$ cat src/rtl/sort_check_regfile.sv
// DEPTH x WIDTH register file: two combinational read ports, one clocked write
// port, every entry cleared by the asynchronous active-low reset.
module sort_check_regfile #(
    parameter int WIDTH = 32,
    parameter int DEPTH = 32,
    parameter int AW    = $clog2(DEPTH)
) (
    input  logic             clock,
    input  logic             reset,
    input  logic             wr_en,
    input  logic [AW-1:0]    wr_addr,
    input  logic [WIDTH-1:0] wr_data,
    input  logic [AW-1:0]    rd_addr_a,
    output logic [WIDTH-1:0] rd_data_a,
    input  logic [AW-1:0]    rd_addr_b,
    output logic [WIDTH-1:0] rd_data_b
);

    logic [WIDTH-1:0] r [DEPTH];

    // storage: clear on reset, single write port otherwise
    always_ff @(posedge clock or negedge reset) begin
        if (!reset) begin
            for (int i = 0; i < DEPTH; i++) begin
                r[i] <= '0;
            end
        end else if (wr_en) begin
            r[wr_addr] <= wr_data;
        end
    end

    assign rd_data_a = r[rd_addr_a];
    assign rd_data_b = r[rd_addr_b];

endmodule

$ cat config.mk
export PLATFORM = sky130hd
export DESIGN_NAME = sort_check_regfile
export DESIGN_NICKNAME = d
export VERILOG_FILES = /design/src/rtl/sort_check_regfile.sv
export SDC_FILE = /design/constraint.sdc
export NUM_CORES = 2
export LEC_CHECK = 0
export ABC_AREA = 1
export CAP_MARGIN = 20
export CORE_MARGIN = 3
export CORE_UTILIZATION = 30
export CTS_CLUSTER_SIZE = 20
export DETAILED_ROUTE_END_ITERATION = 16
export SLEW_MARGIN = 20
export SYNTH_ARGS = -nofsm -noshare
export SYNTH_HDL_FRONTEND = slang
export SYNTH_SLANG_ARGS = --single-unit
$ cat constraint.sdc
create_clock -name clock -period 3.1 [get_ports clock]
set_clock_uncertainty 0.2 [all_clocks]
set_input_delay 0.93 -clock clock [delete_from_list [all_inputs] [get_ports clock]]
set_output_delay 0.93 -clock clock [all_outputs]
set_load 0.05 [all_outputs]
# Yosys cells after proc, flatten, opt, wreduce, memory -nomap -nowiden
# Index checks and enable logic that the tools add are counted.
dict set report word_totals {
  regBits 1024
  out_inout_bits 64
  elab_cells 49
}
dict set report classes {
  order_cmp 4
  n_mux 9
  bitwise 3
  n_reduce_logical 1
}
# cell n
set ops {}
lappend ops {{$bwmux W1024} 1}
lappend ops {{$bmux W32 S5} 2}
lappend ops {{$demux W32 S5} 1}
lappend ops {{$mux W32} 5}
lappend ops {{$ge A6 B6 Y1 const B} 3}
lappend ops {{$not A5 Y6} 3}
lappend ops {{$lt A6 B1 Y1 const B} 1}
lappend ops {{$logic_and A1 B1 Y1} 1}

# Depth between registers and ports, before layout
dict set report logic_depth {
  depth_word 6
  depth_mapped 12
}

# Least setup slack after synthesis
# Ideal clock, no wire load.
dict set report synth_timing {
  path_kind {in2out}
  from {in rd_addr_a[0]}
  to {out rd_data_a[14]}
  t_arrival_ps 2431
  required_time_ps 1970
  setup_slack_ps -461
  cell_stages 12
  n_path_buf 3
  path_cell_list {buf_2 -> inv_2 -> clkbuf_1 -> clkbuf_1 -> nand2_1 -> nand3_1 -> nand3_1 -> nand2_1 -> nand2_1 -> nand2_1 -> nand2_1 -> nand2_1}
}
dict set report synth_via {
  elab_chain_cells 4
}
# element line
set synth_lines {}
lappend synth_lines {{start, declared} 13} ;# input logic [AW-1:0] rd_addr_a,
lappend synth_lines {{$not A5 Y6 (implied by the code)} 32} ;# assign rd_data_a = r[rd_addr_a];
lappend synth_lines {{$bmux W32 S5} 32}
lappend synth_lines {{$mux W32 (implied by the code) (2 in series)} 32}
lappend synth_lines {{end, declared} 14} ;# output logic [WIDTH-1:0] rd_data_a,
# No other way between the ends. The select of a mux whose other input is x is not followed.

# Worst setup path in the final report
dict set report layout_timing {
  from {in rd_addr_b[0]}
  to {out rd_data_b[23]}
}
dict set report layout_via {
  elab_chain_cells 4
}
# element line
set layout_lines {}
lappend layout_lines {{start, declared} 15} ;# input logic [AW-1:0] rd_addr_b,
lappend layout_lines {{$not A5 Y6 (implied by the code)} 33} ;# assign rd_data_b = r[rd_addr_b];
lappend layout_lines {{$bmux W32 S5} 33}
lappend layout_lines {{$mux W32 (implied by the code) (2 in series)} 33}
lappend layout_lines {{end, declared} 16} ;# output logic [WIDTH-1:0] rd_data_b
# No other way between the ends. The select of a mux whose other input is x is not followed.

==> results summary <==
The overall die height is 440 microns. The worst setup path is launched from a primary input. The residual overflow from global routing came out at 0. The die covers 194000 sq um. The distinct cell type count after synthesis is 18. The area growth from synthesis to layout is 31.4%.

Setup repair after global routing could not meet its margin everywhere. TritonCTS built the clock tree. The final reports fail on setup timing. The leakage power total came out at 34.6 nW.

The flip-flop count of the largest register, all copies and words added came out at 1024. The clock slew seen by the registers of the worst setup and hold paths is 60 ps. The top-level port count came out at 114.

The critical path capture point type is an output pin. Entering global routing, the biggest net connects 110 pins. The detailed-route via count came out at 60500. The smallest setup slack after layout is -484 ps. The final net count came out at 8487.

The data required time at the worst endpoint came out at 1970 ps. The layout cell share with drive strength beyond 1 is 0.161. The path depth of the worst reg2reg path is 2. The path class of the tightest hold or removal check is reg2reg. The beginning of the worst hold path is r[978]. The cell sitting at the root of the clock tree is a sky130_fd_sc_hd__clkbuf_16. The total iterations of the first detailed-routing run is 7. The count of antenna-violating nets left after detailed routing is 0.

The row count came out at 158. The post-detailed-route DRC marker count came out at 0. The critical path class is in2out.

For this block, the routed nets add up to 248 mm of wire. The count of final max-slew check failures is 0. IR analysis of the VDD net gives a maximum drop of 500 uV. The core region is 186000 sq um. The x dimension of the die came out at 440 microns.

The final estimated routing congestion in global placement is 0.888. The per-cell routed wire length came out at 22.5 microns. The cell area after layout is 74200 sq um. The transition time at the pin with the least slew margin came out at 688 ps. The mapped netlist covers 56500 sq um.

The post-layout total power is 43.3 mW. Based on the critical path, the design can be clocked at up to 279 MHz. The number of failing setup endpoints in the final timing report came out at 64. The wire length of the first global-routing pass is 359 mm. The largest registers in the layout are r (1024).

The clock insertion delay at the later pin of the skew report is 750 ps. The final count of hold timing violations came out at 0. The endpoint arrival time on the critical path is 2450 ps. The detailed placer's ending HPWL is 144 mm. The area of placed instances came out at 65200 sq um.

The number of fill cells came out at 18700. Of the synthesized area, sequential elements account for 0.454. When the netlist entered floorplanning its net count stood at 8359. The combined area of the multi-input logic cells is 29700 sq um.

The worst register-to-register path has a setup slack of 2140 ps. The total clock buffers created by CTS came out at 110. The run finished, with violations left. In this run the worst path has a maximum fanout of 6. The most frequent standard cell in the layout excluding fill and tap cells is sky130_fd_sc_hd__nand2_1. The share of the clock period used by the worst path is 1.16.

For the finished layout, the period the worst path requires is 3580 ps. The H-tree level count is 3. The initial core utilization came out at 0.303. Counting instances, the worst hold path has a depth of 2. Leaving out fill and tap cells, the most frequent cells in the layout are 3469 x sky130_fd_sc_hd__nand2_1, 1396 x sky130_fd_sc_hd__nand3_1, 1024 x sky130_fd_sc_hd__dfrtp_1. The count of clock tree sinks came out at 1024. The max capacitance violation total came out at 0. The synthesized area per cell came out at 6.80 sq um. Port buffering added 113 buffers. Counting along the longest clock path gives a buffer depth of 3. The number of global-route vias before repair came out at 56300. The total power divided by cell area is 583 nW/um^2. Synthesis handed over a netlist of 8309 instances.

In this run the tightest slew margin relative to its limit is 0.541. The overall fraction of global-route tracks in use came out at 0.240. r holds more flip-flops than any other register. The startpoint identified for the worst register-to-register timing path is r[11]. In the routed layout, each cell is associated on average with a via count of 5.50.

The register area came out at 25600 sq um. For this run, the number of Yosys warnings is 0. The end of the worst register-to-register path is r[11].

The number of design-rule violations left by the first detailed-router iteration came out at 8095. Counting flops and latches in the post-synthesis netlist gives 1024. The worst hold path terminates at r[978]. The initial antenna violation count came out at 0. The tightest hold path in the finished design has a slack of 310 ps.
==> cells in the mapped netlist <==
cell | number | area (sq um)
sky130_fd_sc_hd__nand2_1 | 3757 | 14100
sky130_fd_sc_hd__nand2_2 | 14 | 87.6
sky130_fd_sc_hd__clkbuf_1 | 537 | 2020
sky130_fd_sc_hd__nor3_1 | 1 | 5.00
sky130_fd_sc_hd__buf_1 | 71 | 267
sky130_fd_sc_hd__buf_4 | 10 | 75.1
sky130_fd_sc_hd__a21oi_1 | 160 | 801
sky130_fd_sc_hd__nor3_2 | 9 | 90.1
sky130_fd_sc_hd__buf_2 | 106 | 531
sky130_fd_sc_hd__nor3_4 | 2 | 32.5
sky130_fd_sc_hd__o21ai_0 | 793 | 3970
sky130_fd_sc_hd__o21ai_1 | 71 | 355
sky130_fd_sc_hd__nor2_1 | 160 | 601
sky130_fd_sc_hd__nor2_4 | 5 | 56.3
sky130_fd_sc_hd__dfrtp_1 | 1024 | 25600
sky130_fd_sc_hd__inv_1 | 39 | 146
sky130_fd_sc_hd__nand3_1 | 1536 | 7690
sky130_fd_sc_hd__inv_2 | 14 | 52.6
==> how the worst max path moves through the flow <==
stage,startpoint,end
2_1_floorplan,rd_addr_b[2],rd_data_b[12]
3_3_place_gp,rd_addr_a[0],rd_data_a[23]
3_5_place_dp,rd_addr_a[0],rd_data_a[23]
4_1_cts,rd_addr_b[0],rd_data_b[1]
5_1_grt,rd_addr_b[0],rd_data_b[17]
6_report,rd_addr_b[0],rd_data_b[23]
==> what timing repair did <==
action | CTS | global route
gates resized for setup | 259 | 373
endpoints found under the hold margin | 19 | 0
endpoints found under the setup margin | 64 | 64
gates cloned | 36 | 50
setup buffers | 25 | 35
pin swaps | 42 | 168
hold buffers | 1 | 0
==> critical path: stages <==
cell                      delay (ps)
sky130_fd_sc_hd__buf_16          150
sky130_fd_sc_hd__buf_16          140
sky130_fd_sc_hd__buf_16          160
sky130_fd_sc_hd__buf_12          150
sky130_fd_sc_hd__buf_6           130
sky130_fd_sc_hd__nand2_1          60
sky130_fd_sc_hd__nand3_1         100
sky130_fd_sc_hd__nand3_1          70
sky130_fd_sc_hd__nand2_1          80
sky130_fd_sc_hd__nand2_1          50
sky130_fd_sc_hd__nand2_1          80
sky130_fd_sc_hd__nand2_2          70
sky130_fd_sc_hd__nand2_4         120
sky130_fd_sc_hd__buf_12          150
==> report_power, final <==
| part | leakage [nW] | internal, mW | switching, mW | total [mW] |
|---|---|---|---|---|
| Clock | 1.95 | 8.55 | 5.99 | 14.5 |
| Sequential | 13.1 | 16.0 | 2.24 | 18.2 |
| Combinational | 19.5 | 4.36 | 6.17 | 10.5 |
| Total | 34.6 | 28.9 | 14.4 | 43.3 |
==> cells by family after synthesis <==
family,after synthesis,share of synthesized area
DFF,1024,0.454
buffers and inverters,777,0.0546
AOI/OAI and AO/OA,1024,0.0907
and+or+nand+nor,5484,0.401
==> cell type report <==
type | instances | area share
timing repair buffer | 733 | 0.154
multi-input combinational | 6508 | 0.400
clock inverter | 53 | 0.00905
antenna | 1 | 0.0000337
clock buffer | 155 | 0.0439
timing repair inverter | 7 | 0.00244
inverter | 53 | 0.00413
tap | 2480 | 0.0418
sequential | 1024 | 0.345
==> stage by stage <==
| step | worst slack (ps) | util | instances | setup TNS [ps] |
|---|---|---|---|---|
| floorplan | -23.8 | - | 8309 | -770 |
| global placement | -643 | 0.350 | 10700 | -33720 |
| detailed placement | -610 | 0.350 | 10700 | -33860 |
| CTS | -483 | 0.384 | 10900 | -26290 |
| global route | -529 | 0.399 | 11000 | -27550 |
| finish | -484 | 0.399 | 11000 | -24460 |
==> per-layer routing <==
metal	part of all wire	wire [microns]	track usage
met1	0.40	98100	0.308
met2	0.45	112000	0.377
met3	0.083	20600	0.0343
met4	0.072	17800	0.157
met5	0	0	0
(Power assumes the default switching activity.)
